## src/rtl/snd_pkg.sv

```systemverilog
// Shared constants, FSM encoding and control-word helpers for the block-aware sender.
package snd_pkg;

  localparam logic [15:0] CH_COMMA = 16'h00BC;
  localparam logic [15:0] CH_TRIG  = 16'h801C;

  typedef enum logic [1:0] {
    StIdle = 2'd0,
    StHead = 2'd1,
    StBody = 2'd2
  } snd_state_e;

  // Length field of a control word: the low lenw bits (lenw <= 32).
  function automatic logic [31:0] cw_len(input logic [63:0] word, input int unsigned lenw);
    logic [63:0] mask;
    mask = (64'd1 << lenw) - 64'd1;
    return 32'(word & mask);
  endfunction

endpackage

```

## src/rtl/rr_prio_enc.sv

```systemverilog
// Rotated priority encoder: first set bit of req at or after ptr, wrapping at N.
module rr_prio_enc #(
  parameter int unsigned N  = 17,
  parameter int unsigned PW = (N > 1) ? $clog2(N) : 1
) (
  input  logic [N-1:0]  req,
  input  logic [PW-1:0] ptr,
  output logic          found,
  output logic [PW-1:0] idx
);

  int unsigned j;

  always_comb begin
    found = 1'b0;
    idx   = '0;
    j     = 0;
    for (int unsigned i = 0; i < N; i++) begin
      j = {{(32 - PW){1'b0}}, ptr} + i;
      if (j >= N) j = j - N;
      if (!found && req[PW'(j)]) begin
        found = 1'b1;
        idx   = PW'(j);
      end
    end
  end

endmodule

```

## src/rtl/snd_arb_blk.sv

```systemverilog
// Block-aware round-robin sender: merges FWFT channel FIFOs into one k-char stream,
// never interleaving blocks, with out-of-band trigger priority and error counters.
module snd_arb_blk
  import snd_pkg::*;
#(
  parameter int unsigned NFIFO = 17,
  parameter int unsigned DW    = 16,
  parameter int unsigned LENW  = 9,
  parameter int unsigned TMO   = 1023,
  parameter int unsigned CNTW  = 16
) (
  input  logic                clk,
  input  logic                reset,
  input  logic [NFIFO-1:0]    chan_en,
  input  logic [NFIFO-1:0]    fifo_have,
  input  logic [NFIFO*DW-1:0] datain,
  output logic [NFIFO-1:0]    arb_rd,
  input  logic                trig,
  input  logic                cnt_clr,
  output logic [DW-1:0]       dataout,
  output logic                kchar,
  output logic [CNTW-1:0]     cnt_hdr,
  output logic [CNTW-1:0]     cnt_undr,
  output logic [CNTW-1:0]     cnt_tmo,
  output logic                busy
);

  localparam int unsigned PW = (NFIFO > 1) ? $clog2(NFIFO) : 1;
  localparam int unsigned TW = (TMO > 0) ? $clog2(TMO + 1) : 1;
  localparam logic [DW-1:0] COMMA = DW'(CH_COMMA);
  localparam logic [DW-1:0] TRIG  = DW'(CH_TRIG);

  snd_state_e       state_q;
  logic [PW-1:0]    rr_ptr_q, sel_q, next_rr;
  logic [LENW-1:0]  remaining_q, word_len;
  logic [TW-1:0]    tmo_q;
  logic [NFIFO-1:0] req;
  logic             found;
  logic [PW-1:0]    idx;
  logic [DW-1:0]    word;
  logic             in_blk, pop, is_cw, fwd, hdr_inc, undr_inc, tmo_hit;

  assign req = fifo_have & chan_en;

  rr_prio_enc #(
    .N  (NFIFO),
    .PW (PW)
  ) u_enc (
    .req   (req),
    .ptr   (rr_ptr_q),
    .found (found),
    .idx   (idx)
  );

  assign in_blk   = (state_q == StHead) || (state_q == StBody);
  assign pop      = in_blk && fifo_have[sel_q] && !trig && !reset;
  assign arb_rd   = pop ? (NFIFO'(1) << sel_q) : '0;
  assign word     = datain[DW*sel_q +: DW];
  assign is_cw    = word[DW-1];
  assign word_len = LENW'(cw_len(64'(word), LENW));
  assign next_rr  = (sel_q == PW'(NFIFO - 1)) ? '0 : sel_q + PW'(1);
  assign busy     = in_blk;

  // Non-CW words seen while awaiting a header are dropped, not forwarded.
  assign fwd      = pop && ((state_q == StBody) || is_cw);
  assign hdr_inc  = pop && (state_q == StHead) && !is_cw;
  assign undr_inc = pop && (state_q == StBody) && is_cw;
  assign tmo_hit  = in_blk && !trig && !fifo_have[sel_q] && (tmo_q == TW'(TMO));

  function automatic logic [CNTW-1:0] cnt_next(input logic [CNTW-1:0] c, input logic inc,
                                               input logic clr);
    if (clr) return '0;
    if (inc && (c != '1)) return c + CNTW'(1);
    return c;
  endfunction

  always_ff @(posedge clk) begin
    if (reset) begin
      state_q     <= StIdle;
      rr_ptr_q    <= '0;
      sel_q       <= '0;
      remaining_q <= '0;
      tmo_q       <= '0;
      dataout     <= COMMA;
      kchar       <= 1'b1;
      cnt_hdr     <= '0;
      cnt_undr    <= '0;
      cnt_tmo     <= '0;
    end else begin
      dataout  <= trig ? TRIG : (fwd ? word : COMMA);
      kchar    <= trig || !fwd;
      cnt_hdr  <= cnt_next(cnt_hdr, hdr_inc, cnt_clr);
      cnt_undr <= cnt_next(cnt_undr, undr_inc, cnt_clr);
      cnt_tmo  <= cnt_next(cnt_tmo, tmo_hit, cnt_clr);

      unique case (state_q)
        StIdle: begin
          if (found && !trig) begin
            sel_q   <= idx;
            tmo_q   <= '0;
            state_q <= StHead;
          end
        end
        StHead, StBody: begin
          if (!trig) begin
            if (pop) begin
              tmo_q <= '0;
              if (is_cw) begin
                // Early CW in BODY restarts the length count from its own field.
                if (word_len == '0) begin
                  state_q  <= StIdle;
                  rr_ptr_q <= next_rr;
                end else begin
                  remaining_q <= word_len;
                  state_q     <= StBody;
                end
              end else if (state_q == StBody) begin
                remaining_q <= remaining_q - LENW'(1);
                if (remaining_q == LENW'(1)) begin
                  state_q  <= StIdle;
                  rr_ptr_q <= next_rr;
                end
              end
            end else if (tmo_hit) begin
              tmo_q    <= '0;
              state_q  <= StIdle;
              rr_ptr_q <= next_rr;
            end else begin
              tmo_q <= tmo_q + TW'(1);
            end
          end
        end
        default: state_q <= StIdle;
      endcase
    end
  end

endmodule

```

## config.mk

```make
export PLATFORM = sky130hd
export DESIGN_NAME = snd_arb_blk
export DESIGN_NICKNAME = d
export VERILOG_FILES = /design/src/rtl/snd_pkg.sv /design/src/rtl/rr_prio_enc.sv /design/src/rtl/snd_arb_blk.sv
export SDC_FILE = /design/constraint.sdc
export NUM_CORES = 1
export LEC_CHECK = 0
export ABC_AREA = 1
export BUFFER_PORTS_ARGS = -buffer_cell sky130_fd_sc_hd__buf_2
export CAP_MARGIN = 20
export CELL_PAD_IN_SITES_DETAIL_PLACEMENT = 1
export CELL_PAD_IN_SITES_GLOBAL_PLACEMENT = 1
export CORE_UTILIZATION = 39
export CTS_BUF_LIST = sky130_fd_sc_hd__clkbuf_4
export DETAILED_ROUTE_END_ITERATION = 8
export PLACE_DENSITY_LB_ADDON = 0.1
export SLEW_MARGIN = 20
export SYNTH_ARGS = -nofsm -noshare
export SYNTH_HDL_FRONTEND = slang
export SYNTH_SLANG_ARGS = --single-unit
```

## constraint.sdc

```tcl
create_clock -name clk -period 8.3 [get_ports clk]
set_clock_uncertainty 0.15 [all_clocks]
set_input_delay 2.49 -clock clk [delete_from_list [all_inputs] [get_ports clk]]
set_output_delay 2.49 -clock clk [all_outputs]
set_load 0.01 [all_outputs]
```

[Word-level counts from Yosys, hierarchy flattened]
Cells that the tools add are included.
Cells by class
  add/subtract/negate cells: 39
  $lt $le $gt $ge: 35
  eq/ne operators: 17
  shift operators: 2
  muxes and demuxes: 135
  bitwise logic cells: 3
  reductions and logical operators: 70
Operator list (number)
  variable part select 272 x 10 -> 16 bit: 1
  2-to-1 mux 5 bit: 41
  2-to-1 mux 16 bit: 12
  < comparator 5 x 6 -> 1 bit, second input constant: 18
  >= comparator 6 x 5 -> 1 bit, second input constant: 16
  binary-select mux 1 bit (select 5 bit): 18
  subtractor 5 bit, second input constant: 17
  adder 16 x 1 -> 16 bit, second input constant: 3
  adder 5 x 4 -> 6 bit, second input constant: 8
  inequality test 16 bit, second input constant: 3
  2-to-1 mux 1 bit: 46
  2-to-1 mux 10 bit: 4
  logical AND 1 bit: 31
  2-to-1 mux 9 bit: 3
  adder 5 x 3 -> 6 bit, second input constant: 4
  zero test 1 bit: 21
  one-hot mux 10 bit (2 select lines): 1
  bitwise AND 17 bit: 1
  2-to-1 mux 17 bit: 1
  left shift 1 x 5 -> 17 bit, first input constant: 1
  2-to-1 mux 2 bit: 8
  adder 5 x 2 -> 6 bit, second input constant: 2
  nonzero test 2 bit: 6
  adder 10 x 1 -> 10 bit, second input constant: 1
  25 further kinds: 34
Storage, ports and cells
  bits in registers: 96
  bits of input ports: 310
  output and inout bits: 83
  logic and storage cells: 312

[Longest topological paths before layout]
  depth in word-level cells: 56
  depth in mapped cells: 37
  gate-level depth less buffers: 34

[Modules after synthesis]
From an unflattened synthesis, not the netlist that was laid out.
Unflattened totals
  cell total of the unflattened synthesis: 2720
  area total of the unflattened synthesis: 14843.0 sq um
By module, submodules not included
  snd_arb_blk: times used 1, cells an instance 1482, area an instance 8304.2 sq um, sequential area each 1921.8 sq um
  rr_prio_enc: times used 1, cells an instance 1238, area an instance 6538.8 sq um, sequential area each 0.0 sq um

[Worst setup path before layout]
OpenSTA, ideal clock, no wires.
  path kind: input port to output port
  start: input fifo_have[14]
  end: output arb_rd[1]
  arrival: 4121 ps
  required time: 5660 ps
  slack: 1539 ps
  stages on the path: 10
  buffers on the path: 1
  cell sequence: o21ai_0 > o22ai_1 > a22o_1 > o21ai_0 > o21ai_1 > inv_1 > nor3_2 > clkbuf_1 > nand3_1 > nor3_1
On the way
  longest elaborated chain between the ends: 6
Ends and longest elaborated chain
  start, declared: RTL line snd_arb_blk.sv:15  | input logic [NFIFO-1:0] fifo_have,
  binary-select mux 1 bit (select 5 bit): RTL line snd_arb_blk.sv:56  | assign pop = in_blk && fifo_have[sel_q] && !trig && !reset;
  2-to-1 mux 1 bit (not written as such): RTL line snd_arb_blk.sv:56
  logical AND 1 bit (3 in a row): RTL line snd_arb_blk.sv:56
  2-to-1 mux 17 bit: RTL line snd_arb_blk.sv:57  | assign arb_rd = pop ? (NFIFO'(1) << sel_q) : '0;
  end, declared: RTL line snd_arb_blk.sv:17  | output logic [NFIFO-1:0] arb_rd,
Every way passes these cells. The select of a mux whose other input is x is not followed.

[Final worst setup path]
  start: input fifo_have[8]
  end: output arb_rd[1]
The elaborated chain is that of the path after synthesis.

==> metrics.md <==
| Metric | Value |
|---|---|
| CTS root buf | `clkbuf_4` |
| Initial antenna violation count | `10` |
| Final Wtd Congestion | `1.031` |
| First-iteration detailed-routing DRC count | `1870` |
| Post-route DRC | `0` |
| Max-cap violation count | `0` |
| Setup TNS | `0 ns` |
| DR vias/cell | `5.997` |
| Num rows | `67` |
| Min Tclk post-route | `7.638 ns` |
| RSZ-0062 raised after global routing | `false` |
| Number of global-route vias before repair | `18680` |
| CTS tree | `yes` |
| Nets@finish | `3061` |
| Slowest CP cell | `nor3_2` |
| Full die area | `0.03546 mm2` |
| I/O pin count | `393` |
| GRT Residual Overflow | `0` |
| Chip width | `188.3 um` |
| Required @ worst endpoint | `5.66 ns` |
| Synth Net Count | `2743` |
| Status | `finished clean` |
| Fin cells | `3175` |
| Leak | `7.258 nW` |
| Peak supply drop | `157.2 uV` |
| Largest stage delay, worst path | `0.41 ns` |
| Slew headroom | `31.52%` |
| CP Cell Sequence | `buf_2, nor2_1, o22ai_1, a22o_1, o21ai_0, o21ai_1, inv_1, nor3_2, nand3_1, nor3_1, buf_2` |
| Fraction of layout cells with a size suffix above 1 | `20.52%` |
| Fin util | `46.96%` |
| Post-route ant nets | `0` |
| End of the worst register-to-register path | `sel_q[0]` |
| Peak fanout along the critical path | `5` |
| R2R Path Start | `rr_ptr_q[0]` |
| CORE AREA | `0.03387 mm2` |
| I/O Buffers | `392` |
| Largest net degree at the start of global routing | `66` |
| Library cells used by synthesis | `70` |
| Hold Path End | `state_q[0]` |
| Deepest clock path buffer count | `2` |
| First-pass GRT wire length | `111400 um` |
| Area leader, netlist | `dfxtp_1` |
| Fmax | `130.9 MHz` |
| YS warnings | `0` |
| Later-pin clock latency in the skew report | `0.53 ns` |
| HPWL after detailed placement | `58260 um` |
| R2R Setup Slk | `2.51 ns` |
| Hold buffers post-CTS | `0` |
| Final Setup Violations | `0` |
| Critical Path End Type | `output pin` |
| Cts repair resizes | `0` |
| Total Routing Usage GR | `40.73%` |
| Top cells by area, synth | `dfxtp_1 14%, nand2_1 13%, o21ai_0 11%, nor2_1 9.8%, nand3_1 7.7%` |
| Via count | `19040` |
| Effective utilization at floorplan | `39.98%` |
| Setup crit start kind | `input pin` |
| Top cell type's share of synthesized area | `14.19%` |
| Placed Cells | `3146` |
| Most frequent CP cell | `buf_2` |
| Final Hold Fails | `0` |
| Clock sink total | `96` |
| Die height | `188.3 um` |
| Reg clk slew, reported paths | `0.19 ns` |
| PwrDens | `297.5 mW/mm2` |
| Area grow syn2layout | `17.48%` |
| WL final | `74280 um` |
| Critical path arrival | `5.00 ns` |
| Flops & latches, synth | `96` |
| Worst Hold Class | `flip-flop to flip-flop` |
| Critical path class | `input pin to output pin` |
| Post-synth EDFFs | `0` |
| Hold Startpoint | `state_q[0]` |
| Final Max Tran Viols | `0` |
| Reg2reg path depth | `24` |
| Syn Area/Cell | `5.663 um2` |
| Post-synth ARST share | `0%` |
| Synth cell count leaders | `484 x nand2_1, 355 x nor2_1, 285 x o21ai_0` |
| Sequential share of the synthesized area | `14.19%` |
| Final Cycle Share | `92.02%` |
| Commonest register cell after synthesis | `dfxtp_1` |
| Mapped Area | `0.01354 mm2` |
| H-tree level count | `3` |
| Pre-Repair DR Iteration Count | `5` |
| WHS Path Cells | `2` |
| Most common cell in the netlist | `nand2_1` |
| DR WL/cell | `23.39 um` |
| Gate Count Post-Synth | `2391` |
| Slew @ Worst Pin | `1.016 ns` |
| TritonCTS buffer count | `9` |
| # Post-CTS Setup Buffers | `0` |
-- flip-flops by register name, indices dropped and copies added (netlist names) --
name and flops:
remaining_q 9, dataout 16, cnt_undr 16, kchar 1, tmo_q 10, cnt_hdr 16
sel_q 5, rr_ptr_q 5, state_q 2, cnt_tmo 16
-- layout by cell type, fill, tap and decap left out, types with 15 or more instances in the layout --
cell / Yosys / routed
nand4_1: 31 / 31
o21ai_1: 33 / 34
dfxtp_1: 96 / 94
nor4_1: 19 / 19
o22ai_1: 82 / 82
nand2_1: 484 / 484
o21ai_0: 285 / 284
buf_4: 5 / 28
nand2_2: 33 / 33
o21ai_2: 15 / 15
inv_1: 216 / 214
buf_2: 10 / 392
a22o_1: 17 / 17
xor2_1: 42 / 42
ha_1: 42 / 42
a21oi_1: 104 / 103
nor2_1: 355 / 355
nand3_1: 209 / 209
o211ai_1: 43 / 43
nor3_1: 38 / 38
-- layout make-up --
class / count / area (um2)
Clock buffer: 9 / 67.56
Multi-Input combinational cell: 1949 / 10180
Tap cell: 448 / 560.5
Sequential cell: 96 / 1927
Clock inverter: 7 / 81.33
Antenna cell: 13 / 32.53
Timing Repair Buffer: 420 / 2172
Fill cell: 4972 / 17960
Inverter: 233 / 884.6
-- stage by stage --
stage	power (mW)	cell area (um2)	hold slack [ns]	setup WS [ns]
floorplan	3.136	13540	0.3028	1.539
global placement	4.231	15720	0.3192	0.8905
detailed placement	4.334	15720	0.3325	0.7625
CTS	4.618	15870	0.3568	0.7479
global route	5.061	15900	0.3798	0.5946
finish	4.733	15910	0.3597	0.6621
-- power by group --
part / leakage (nW) / switching (mW) / internal, mW
registers: 0.777 / 0.116 / 0.499
logic: 6.40 / 2.75 / 1.10
clock network: 0.0806 / 0.197 / 0.0732
-- cells by family (layout without fill, tap and decap cells) --
| logic type | after synthesis | count (layout) | synth area share, % |
|---|---|---|---|
| AND/OR/NAND/NOR | 1216 | 1216 | 39.93 |
| AO/OA/AOI/OAI | 640 | 640 | 27.83 |
| buffers and inverters | 346 | 669 | 10.65 |
| flip-flops | 96 | 96 | 14.19 |
| XOR/XNOR | 51 | 51 | 3.521 |
| adder cells (fa/ha/maj) | 42 | 42 | 3.881 |
| other | 0 | 13 | 0 |
-- how the worst max path moves through the flow --
stage,startpoint,endpoint,cells after the start
floorplan,fifo_have[14],arb_rd[1],10
global placement,fifo_have[14],arb_rd[1],11
detailed placement,fifo_have[10],arb_rd[1],11
CTS,fifo_have[10],arb_rd[1],11
global route,fifo_have[14],arb_rd[1],11
finish,fifo_have[8],arb_rd[1],11
-- metal layers --
layer / share of wire, % / GRT usage [%] / vias to the layer above / wire (um)
li1: - / - / 8778 / -
met1: 41 / 50.93 / 9077 / 30130
met2: 45 / 66.05 / 963 / 33330
met3: 8.6 / 7.171 / 223 / 6411
met4: 5.9 / 22.64 / 0 / 4407
met5: 0 / 0 / - / 0
-- worst max-delay path, delay by kind of cell --
kind | cells | cell delay, ns
simple gates | 4 | 1.02
compound gates | 4 | 0.99
buf+inv | 3 | 0.48
No activity file was read; power rests on OpenSTA's default activity.
